==> config.mk <==
export PLATFORM = sky130hd
export DESIGN_NAME = instruction_loader
export DESIGN_NICKNAME = d
export VERILOG_FILES = /design/src/rtl/instruction_loader.sv
export SDC_FILE = /design/constraint.sdc
export NUM_CORES = 1
export LEC_CHECK = 0
export CORE_MARGIN = 1.5
export CORE_UTILIZATION = 52
export DETAILED_ROUTE_END_ITERATION = 6
export GPL_TIMING_DRIVEN = 0
export PLACE_DENSITY = 0.8
export SLEW_MARGIN = 20
export SYNTH_ARGS = -nofsm -noshare
export SYNTH_HDL_FRONTEND = slang
export SYNTH_SLANG_ARGS = --single-unit
==> constraint.sdc <==
create_clock -name clk -period 2.8 [get_ports clk]
set_input_delay 0.28 -clock clk [delete_from_list [all_inputs] [get_ports clk]]
set_output_delay 0.28 -clock clk [all_outputs]
set_load 0.02 [all_outputs]
==> src/rtl/instruction_loader.sv <==
// Boot loader: assembles a big-endian word stream from UART bytes into instruction
// memory, then hands the memory address port to the fetch stage and releases the CPU.
module instruction_loader #(
  parameter int ADDR_WIDTH = 16,
  parameter int MAX_WORDS  = 16000
) (
  input  logic                  clk,
  input  logic                  rst_n,
  input  logic                  rx_valid,
  input  logic [7:0]            rx_data,
  input  logic [ADDR_WIDTH-1:0] fetch_address,
  output logic                  mem_write_enable,
  output logic [ADDR_WIDTH-1:0] mem_address,
  output logic [31:0]           mem_write_data,
  output logic                  cpu_run,
  output logic                  load_error,
  output logic [ADDR_WIDTH-1:0] words_loaded
);

  typedef enum logic [1:0] {
    S_LEN  = 2'd0,
    S_DATA = 2'd1,
    S_RUN  = 2'd2,
    S_ERR  = 2'd3
  } state_t;

  localparam logic [31:0]           MAX_W = 32'(MAX_WORDS);
  localparam logic [ADDR_WIDTH-1:0] ONE   = ADDR_WIDTH'(1);

  state_t                state_r, state_nxt;
  logic [1:0]            byte_cnt_r, byte_cnt_nxt;
  logic [7:0]            hdr_hi_r, hdr_hi_nxt;
  logic [ADDR_WIDTH-1:0] len_r, len_nxt;
  logic [31:0]           asm_r, asm_nxt;
  logic                  we_nxt;
  logic [31:0]           wdata_nxt;
  logic [ADDR_WIDTH-1:0] wl_nxt, wl_inc;
  logic                  run_nxt, err_nxt;
  logic [15:0]           hdr_len;

  assign hdr_len     = {hdr_hi_r, rx_data};
  assign wl_inc      = words_loaded + ONE;
  assign mem_address = cpu_run ? fetch_address : words_loaded;

  // State register and all registered outputs.
  always_ff @(posedge clk or negedge rst_n) begin
    if (!rst_n) begin
      state_r          <= S_LEN;
      byte_cnt_r       <= 2'd0;
      hdr_hi_r         <= 8'd0;
      len_r            <= '0;
      asm_r            <= 32'd0;
      mem_write_enable <= 1'b0;
      mem_write_data   <= 32'd0;
      words_loaded     <= '0;
      cpu_run          <= 1'b0;
      load_error       <= 1'b0;
    end else begin
      state_r          <= state_nxt;
      byte_cnt_r       <= byte_cnt_nxt;
      hdr_hi_r         <= hdr_hi_nxt;
      len_r            <= len_nxt;
      asm_r            <= asm_nxt;
      mem_write_enable <= we_nxt;
      mem_write_data   <= wdata_nxt;
      words_loaded     <= wl_nxt;
      cpu_run          <= run_nxt;
      load_error       <= err_nxt;
    end
  end

  // Next-state and next-output logic.
  always_comb begin
    state_nxt    = state_r;
    byte_cnt_nxt = byte_cnt_r;
    hdr_hi_nxt   = hdr_hi_r;
    len_nxt      = len_r;
    asm_nxt      = asm_r;
    we_nxt       = 1'b0;
    wdata_nxt    = mem_write_data;
    wl_nxt       = words_loaded;
    run_nxt      = cpu_run;
    err_nxt      = load_error;
    case (state_r)
      S_LEN: begin
        if (rx_valid) begin
          if (byte_cnt_r == 2'd0) begin
            hdr_hi_nxt   = rx_data;
            byte_cnt_nxt = 2'd1;
          end else begin
            byte_cnt_nxt = 2'd0;
            len_nxt      = ADDR_WIDTH'(hdr_len);
            if (hdr_len == 16'd0) begin
              state_nxt = S_RUN;
              run_nxt   = 1'b1;
            end else if ({16'd0, hdr_len} > MAX_W) begin
              state_nxt = S_ERR;
              err_nxt   = 1'b1;
            end else begin
              state_nxt = S_DATA;
            end
          end
        end else begin
          byte_cnt_nxt = byte_cnt_r;
        end
      end
      S_DATA: begin
        // The counter advances as the write pulse retires, so the pulse sees the old address.
        if (mem_write_enable) begin
          wl_nxt = wl_inc;
          if (wl_inc == len_r) begin
            state_nxt = S_RUN;
            run_nxt   = 1'b1;
          end else begin
            state_nxt = S_DATA;
          end
        end else begin
          wl_nxt = words_loaded;
        end
        if (rx_valid) begin
          asm_nxt      = {asm_r[23:0], rx_data};
          byte_cnt_nxt = byte_cnt_r + 2'd1;
          if (byte_cnt_r == 2'd3) begin
            we_nxt    = 1'b1;
            wdata_nxt = {asm_r[23:0], rx_data};
          end else begin
            we_nxt = 1'b0;
          end
        end else begin
          asm_nxt = asm_r;
        end
      end
      S_RUN: begin
        run_nxt = 1'b1;
      end
      S_ERR: begin
        err_nxt = 1'b1;
        run_nxt = 1'b0;
      end
      default: begin
        state_nxt    = S_LEN;
        byte_cnt_nxt = 2'd0;
      end
    endcase
  end

endmodule

# Word level (Yosys, flattened, before mapping)
# Cells that the tools add are included.
# Widths: inputs -> output; s select.
dict set report totals {
  register_bits 103
  output_inout_bits 67
  wordCells 67
  input_bits 27
}
dict set report op_classes {
  n_mux 26
  bitwise_logic 1
  reduce_logical 14
  n_eq_ne 13
  magnitude_cmp 1
  n_addsub 2
}
# cell count
set ops {}
lappend ops {{$add 16x1->16 const B} 1}
lappend ops {{$eq 16x16->1} 1}
lappend ops {{$gt 16x14->1 const B} 1}
lappend ops {{$logic_not 16->1} 1}
lappend ops {{$mux 16} 1}
lappend ops {{$mux 2} 8}
lappend ops {{$ne 2x2->1 const B} 8}
lappend ops {{$mux 1} 13}
lappend ops {{$reduce_and 3->1} 4}
lappend ops {{$reduce_and 5->1} 2}
lappend ops {{$pmux 2 s2} 2}
lappend ops {{$eq 2x2->1 const B} 3}
lappend ops {{$logic_not 2->1} 2}
lappend ops {{$pmux 1 s4} 1}
lappend ops {{$reduce_and 2->1} 2}
lappend ops {{$reduce_and 4->1} 1}
lappend ops {{$reduce_bool 2->1} 2}
lappend ops {{$add 2x1->2 const B} 1}
lappend ops {{$eq 2x1->1 const B} 1}
lappend ops {{$pmux 1 s2} 1}
lappend ops {{$not 1->1} 1}

# Logic depth before layout (Yosys ltp)
# Gate-level depths: netlist of run 1.
dict set report depth {
  depth_word 6
  mapped_depth 8
  ltp_nobuf 7
}

# Least setup slack after synthesis of run 1
# OpenSTA, ideal clock, no wires.
dict set report synth_path {
  kind {register to register}
  startpoint {register words_loaded[0]}
  endpoint {register state_r[0]}
  t_required_ns 2.679
  setup_ns 0.121
  stages_incl_launch_ff 8
  t_arrival_ns 2.145
  n_path_buf 0
  synth_period_minus_slack_ns 2.266
  slack_ns 0.534
  cell_sequence {dfrtp_1 ha_1 nand4_1 or4_1 xnor2_1 a211oi_1 nand4_1 o22a_1}
}
dict set report synth_via {
  elab_chain_len 5
}
# element line
set synth_lines {}
lappend synth_lines {{from (decl)} 17} ;# output logic [ADDR_WIDTH-1:0] words_loaded
lappend synth_lines {{from (signal assigned)} 66} ;# words_loaded <= wl_nxt;
lappend synth_lines {{$add 16x1->16} 42} ;# assign wl_inc = words_loaded + ONE;
lappend synth_lines {{$eq 16x16->1} 111} ;# if (wl_inc == len_r) begin
lappend synth_lines {{$mux 2} 111}
lappend synth_lines {{$mux 2} 109} ;# if (mem_write_enable) begin
lappend synth_lines {{$pmux 2 s2} 84} ;# case (state_r)
lappend synth_lines {{to (signal assigned)} 59} ;# state_r <= state_nxt;
lappend synth_lines {{to (decl)} 30} ;# state_t state_r, state_nxt;
# Every way passes these cells. The select of a mux whose other input is x is not followed.
# A chain may end at the register's enable or synchronous reset.

# Final worst setup path of run 1
dict set report layout_path {
  startpoint {register cpu_run}
  endpoint {output mem_address[7]}
}
dict set report layout_via {
  elab_chain_len 1
}
# element line
set layout_lines {}
lappend layout_lines {{from (decl)} 15} ;# output logic cpu_run,
lappend layout_lines {{from (signal assigned)} 67} ;# cpu_run <= run_nxt;
lappend layout_lines {{$mux 16} 43} ;# assign mem_address = cpu_run ? fetch_address : words_loaded;
lappend layout_lines {{to (decl)} 13} ;# output logic [ADDR_WIDTH-1:0] mem_address,
# Every way passes these cells.

==> results.md, run 1 <==
- Yosys top cell by area: dfrtp_1
- Pwr dens: 418 nW/um^2
- Post-synthesis sequential area ratio: 54.3%
- Max transition margin: 52.9%
- Crit path required time: 2.52 ns
- Post-synth EDFFs: 0
- Buffers on Ports: 93
- Design Area, Final: 6050 sq um
- Total number of vias: 3619
- Tcrit/Tclk final: 93.4%
- Post-DP HPWL: 8030 um
- Net count, final: 570
- R2r startpoint: words_loaded[0]
- Die width: 98.5 um
- Synth async-reset ratio: 100%
- R2R Path End: state_r[0]
- Syn_area_per_cell: 10.9 sq um
- Final antenna-violating net count: 0
- Global route overflow: 0
- Clock transition at path regs: 0.11 ns
- Final Core Density: 69.1%
- TritonCTS Buffers: 9
- DR pass1 iterations: 4
- CP Launch Type: flop
- Highest-count cells in the layout ignoring fill and taps: nand2_1 (116), dfrtp_1 (103), clkdlybuf4s50_1 (92)
- Largest family of logic cells by synthesized area: simple AND/OR/NAND/NOR gates
- FP Rows: 34
- CTS tree: done
- Net Count, Synth: 464
- Worst Path Max Fanout: 10
- FF-to-FF setup slack: 0.23 ns
- Chip Height: 98.5 um
- Synth area leaders: dfrtp_1 (54%), mux2_2 (15%), nand2_1 (9.2%)
- Post-Syn Area: 4750 sq um
- Pins Over Slew Limit: 0
- RSZ-0062 raised after global routing: no
- Max Cap Viol: 0
- WP buf/inv: 3
- Area share of the largest cell type after synthesis: 54.3%
- CTS root buffer: clkbuf_8
- Final Hold Viols: 0
- Final wirelength: 10600 um
- CP Class: flop to output port
- DRC viols: 0
- First-pass GRT wire length: 17800 um
- WHS: 0.377 ns
- Endpoints failing setup: 0
- Min Tclk post-route: 2.61 ns
- Arrival @ worst endpoint: 2.33 ns
- Clock buffer depth: 2
- Ys Warns: 0
- Final worst slack: 0.186 ns
- Layout cells sized above 1: 18.3%
- Postcts setup bufs: 0
- All-Layer GR Usage: 22.9%
- Setup crit start: cpu_run
- Dpl ws: 0.278 ns
- F_max: 383 MHz
- Reg2Reg Depth: 7
- Flops & latches, synth: 103
- Synth Area in XOR/XNOR: 6.27%
- RD Place Congestion: 0.850
- Area grow syn2layout: 27.5%
- LEAKAGE: 2.95 nW
- Simple-gate portion of the synthesized area: 17.2%
- Initial DRC Count: 161
- Multiplexer share of the synthesized area: 14.9%
- CP max stage cell: clkdlybuf4s50_1
- CP Capture Type: output port
- Via density: 5.54
- Cell breakdown of the critical path: clkbuf_1 -> clkbuf_2 -> mux2_2 -> clkdlybuf4s50_1
- Post-synthesis compound-gate area fraction: 3.74%
- N_diodes: 0
- H-tree level count: 3
- Total power: 0.00253 W
- Post-synthesis adder-cell area fraction: 0.791%
- Maximum VDD drop: 0.298 mV
- Core area: 8760 sq um
- Ys flop type: dfrtp_1
- Placed inst area: 5840 sq um
- Clock Sinks: 103
- Largest delay share family, worst path: buffers and inverters
- Initial antenna violation count: 0
- Distinct cells, synth: 48
- Most common cell after layout, fill and taps aside: nand2_1
- Full die area: 9710 sq um
- HP Class: primary input to async pin
- Number of global-route vias before repair: 3619
- Crit-path max cell delay: 0.54 ns
- Outcome: finished clean
- Synthesized netlist cell count: 434
- Worst-Margin Slew: 0.702 ns
- Num ports: 94
- Largest net degree at the start of global routing: 62
- Avg WL per Cell: 16.3 um
- Clock Latency Late Sink: 0.36 ns
- Initial Util: 54.2%
- Fin Clk Skew: 0.0185 ns
[cell families after synthesis]
kind of cell | count (synthesis)
mux | 63
simple gates | 177
fa+ha+maj | 3
xor+xnor | 34
flops | 103
compound gates | 27
buf+inv | 27
[power breakdown]
part | internal [W] | switching (W) | total [W]
Combinational | 0.0000656 | 0.0000675 | 0.000133
Sequential | 0.00149 | 0 | 0.00149
Clock | 0.000370 | 0.000538 | 0.000907
[final cells by class]
| type | count | area (sq um) |
|---|---|---|
| Tap cell | 108 | 135 |
| Multi-Input combinational cell | 304 | 2040 |
| Fill cell | 677 | 2710 |
| Clock buffer | 10 | 138 |
| Clock inverter | 6 | 62.6 |
| Inverter | 6 | 22.5 |
| Sequential cell | 103 | 2580 |
| Buffer | 21 | 106 |
| Timing Repair Buffer | 95 | 970 |
[worst max-delay path by stage]
stage,to,slack (ns),depth (start not counted)
after global placement,words_loaded[5],-2.23,1
after global routing,mem_address[8],0.003,4
after CTS,mem_address[10],0.12,4
after detailed placement,state_r[0],0.28,7
final,mem_address[7],0.19,4
after floorplan,state_r[0],0.53,7
[registers in the layout (all words and copies together), names as in the netlist, 2 cells and up]
| name | cells |
|---|---|
| asm_r | 24 |
| byte_cnt_r | 2 |
| hdr_hi_r | 8 |
| len_r | 16 |
| mem_write_data | 32 |
| state_r | 2 |
| words_loaded | 16 |
[metal layers]
| layer | share of wire [%] | global-route usage, % | vias to the layer above | wire (um) |
|---|---|---|---|---|
| li1 | - | - | 1683 | - |
| met1 | 45 | 32.7 | 1804 | 4830 |
| met2 | 48 | 35.5 | 115 | 5080 |
| met3 | 4.7 | 3.26 | 17 | 503 |
| met4 | 2.0 | 9.53 | 0 | 217 |
| met5 | 0 | 0 | - | 0 |
[synthesized netlist by cell type, types with 2 or more instances]
| master | n |
|---|---|
| nand2_1 | 116 |
| dfrtp_1 | 103 |
| mux2_2 | 63 |
| xnor2_1 | 20 |
| xor2_1 | 14 |
| nand3_1 | 11 |
| nor2_1 | 10 |
| clkbuf_1 | 9 |
| nand4_1 | 8 |
| o21ai_0 | 8 |
| nor3_1 | 6 |
| buf_2 | 5 |
| buf_4 | 5 |
| inv_1 | 5 |
| nor4_1 | 4 |
| a211oi_1 | 3 |
| a21oi_1 | 3 |
| ha_1 | 3 |
| o211ai_1 | 3 |
| a211o_1 | 2 |
| and3_1 | 2 |
| and4_1 | 2 |
| nand2b_1 | 2 |
| nor2b_1 | 2 |
| nor3_2 | 2 |
[stage by stage]
step | std cells | TNS (ns)
final | 653 | 0
after global routing | 653 | 0
after CTS | 653 | 0
after detailed placement | 636 | 0
after global placement | 635 | -229.00
after floorplan | 434 | 0
[timing repair]
action	CTS	global route
hold buffers	1	0
hold endpoints to repair	42	0
resized for setup	1	0
endpoints found under the setup margin	7	0
(Power assumes the default switching activity.)
==> run 2: changes to the inputs <==
- CELL_PAD_IN_SITES_DETAIL_PLACEMENT: unset -> 0
- CELL_PAD_IN_SITES_GLOBAL_PLACEMENT: unset -> 1
- CORE_UTILIZATION: 52 -> 40
- CTS_CLUSTER_SIZE: unset -> 12
- PLACE_DENSITY: 0.8 -> unset
- PLACE_DENSITY_LB_ADDON: unset -> 0.1
- RECOVER_POWER: unset -> 50
==> results.md, run 2 (synthesis gave the netlist of run 1 again) <==
- Outcome: finished, violations left
- Failing checks: design-rule violations
- Num ports: 94 (unchanged)
- Sw frac: 23.3% (-0.69 points)
- All-Layer GR Usage: 18.3% (-4.6 points)
- Worst Path Max Fanout: 6 (-4)
- Highest-count cells in the layout ignoring fill and taps: nand2_1 (116), dfrtp_1 (103), clkdlybuf4s50_1 (72)
- Min Tclk post-route: 2.57 ns (-0.0446 ns)
- CP max stage cell: or4_1
- Core area: 11500 sq um (+31%)
- First-pass GRT wire length: 18100 um (+1.8%)
- Final Core Density: 53.4% (-16 points)
- Pins Over Slew Limit: 0 (unchanged)
- Layout cells sized above 1: 18.0% (-0.33 points)
- CP most frequent cell: nand4_1
- Final Hold Viols: 0 (unchanged)
- Clock transition at path regs: 0.08 ns (-0.03 ns)
- Internal Power: 0.00218 W (+13%)
- DR pass1 iterations: 6 (+2)
- Max transition margin: 8.97% (-44 points)
- Crit-path max cell delay: 0.57 ns (+0.03 ns)
- Buffers on Ports: 93 (unchanged)
- Tcrit/Tclk final: 91.8% (-1.6 points)
- HP Class: flop to flop
- Clock Latency Late Sink: 0.34 ns (-0.02 ns)
- Total power: 0.00283 W (+12%)
- Initial DRC Count: 185 (+15%)
- Max reg flops: 32 (unchanged)
- TritonCTS Buffers: 9 (unchanged)
- Number of global-route vias before repair: 3520 (-2.7%)
- Worst-Margin Slew: 1.37 ns (+0.663 ns)
- Initial antenna violation count: 0 (unchanged)
- Logic gate share of total power: 4.6% (-0.7 points)
- Hold EP: mem_write_data[27]
- Crit path required time: 3.03 ns (+0.51 ns)
- FF-to-FF setup slack: 0.23 ns (about the same)
- CP Capture Type: flop
- Endpoints failing setup: 0 (unchanged)
- Total number of vias: 3521 (-2.7%)
- Clock power frac: 43.0% (+7.1 points)
- LEAKAGE: 3.04 nW (+3.2%)
- CP Class: flop to flop
- Worst Hold Launch: asm_r[19]
- RD Place Congestion: 0.765 (-10%)
- H-tree level count: 3 (unchanged)
- Reg2Reg Depth: 7 (unchanged)
- Clock Sinks: 103 (unchanged)
- Maximum VDD drop: 0.288 mV (-3.4%)
- Chip Height: 112 um (+14%)
- Post-DP HPWL: 8100 um (+0.90%)
- F_max: 389 MHz (+1.7%)
- Largest reg by FF count: mem_write_data
- Fin Clk Skew: 0.0106 ns (-0.00788 ns)
- CTS root buffer: clkbuf_16
- Final antenna-violating net count: 0 (unchanged)
- Hold Path Depth: 2
- R2r startpoint: words_loaded[0]
- Cell breakdown of the critical path: ha_1 -> nand4_1 -> or4_1 -> xnor2_1 -> a211oi_1 -> nand4_1 -> o22a_1
- R2R Path End: state_r[0]
- Largest regs: mem_write_data: 32 flops, asm_r: 24 flops
- CTS tree: done
- Full die area: 12500 sq um (+29%)
- NetSw: 0.000659 W (+8.9%)
- N_diodes: 0 (unchanged)
- FP Rows: 39 (+15%)
- Postcts setup bufs: 0 (unchanged)
- Global route overflow: 0 (unchanged)
- Max Cap Viol: 0 (unchanged)
- Avg WL per Cell: 16.1 um (-1.4%)
- Via density: 5.13 (-7.5%)
- Area grow syn2layout: 29.7%
- Final wirelength: 11000 um (+3.8%)
- Flop pwr share: 52.4% (-6.4 points)
- Pwr dens: 461 nW/um^2 (+10%)
- CP Launch Type: flop
- Most common cell after layout, fill and taps aside: nand2_1
- Arrival @ worst endpoint: 2.80 ns (+0.47 ns)
- Net count, final: 569 (-0.18%)
- DRC viols: 8 (+8)
- Largest net degree at the start of global routing: 55 (-11%)
- Initial Util: 41.2% (-13 points)
- Die width: 112 um (+14%)
- RSZ-0062 raised after global routing: no
- Clock buffer depth: 2 (unchanged)
[run 2: power groups by stage]
stage	combinational (W)	sequential, W	clock [W]
floorplan	0.0000297	0.00152	0
CTS	0.000137	0.00149	0.00125
finish	0.000129	0.00149	0.00122
global placement	0.000129	0.00152	0
detailed placement	0.000136	0.00152	0
global route	0.000141	0.00149	0.00130
[run 2: layer usage]
layer	vias to the layer above	track usage (%)	routed length [um]	share of wire, %
li1	1689	-	-	-
met1	1749	27.5	5560	50
met2	75	27.4	4960	45
met3	8	2.78	401	3.6
met4	0	5.64	110	1.0
met5	-	0	0	0
[run 2: through the flow]
step	TNS, ns	worst slack (ns)	cell area, sq um	hold slack [ns]	instances
after floorplan	0	0.534	4750	-0.0156	434
after global placement	-250.09	-2.44	5860	0.455	670
after detailed placement	0	0.268	5880	0.272	671
after CTS	0	0.0938	6190	0.471	688
after global routing	0	0.111	6150	0.500	687
final	0	0.230	6150	0.475	687
[run 2: worst max path at each step]
stage | startpoint | to | slack [ns] | cells after the start
6_report | words_loaded[0] | state_r[0] | 0.23 | 7
5_1_grt | words_loaded[0] | state_r[0] | 0.11 | 7
4_1_cts | cpu_run | mem_address[12] | 0.09 | 4
3_5_place_dp | words_loaded[0] | state_r[0] | 0.27 | 7
3_3_place_gp | rst_n | words_loaded[9] | -2.44 | 1
2_1_floorplan | words_loaded[0] | state_r[0] | 0.53 | 7
[run 2: what timing repair did]
action,in CTS,in global routing
pin swaps,0,0
endpoints found under the setup margin,7,7
hold buffers,1,0
endpoints found under the hold margin,53,0
resized for setup,1,0
[run 2: final cells by class]
class,count,area [sq um]
flip-flops and latches,103,2580
plain buffers,20,101
multi-input cells,304,2040
clock buffers,10,229
clock inverters,6,61.3
well taps,143,179
inverters,6,22.5
repair buffers,95,943
fillers,1066,5360
[run 2: worst max-delay path: cells and delay by family, from the launching register on]
kind            cells  cell delay (ns)
fa+ha+maj           1             0.31
simple gates        3             1.02
xor+xnor            1             0.15
flops               1             0.47
compound gates      2             0.52
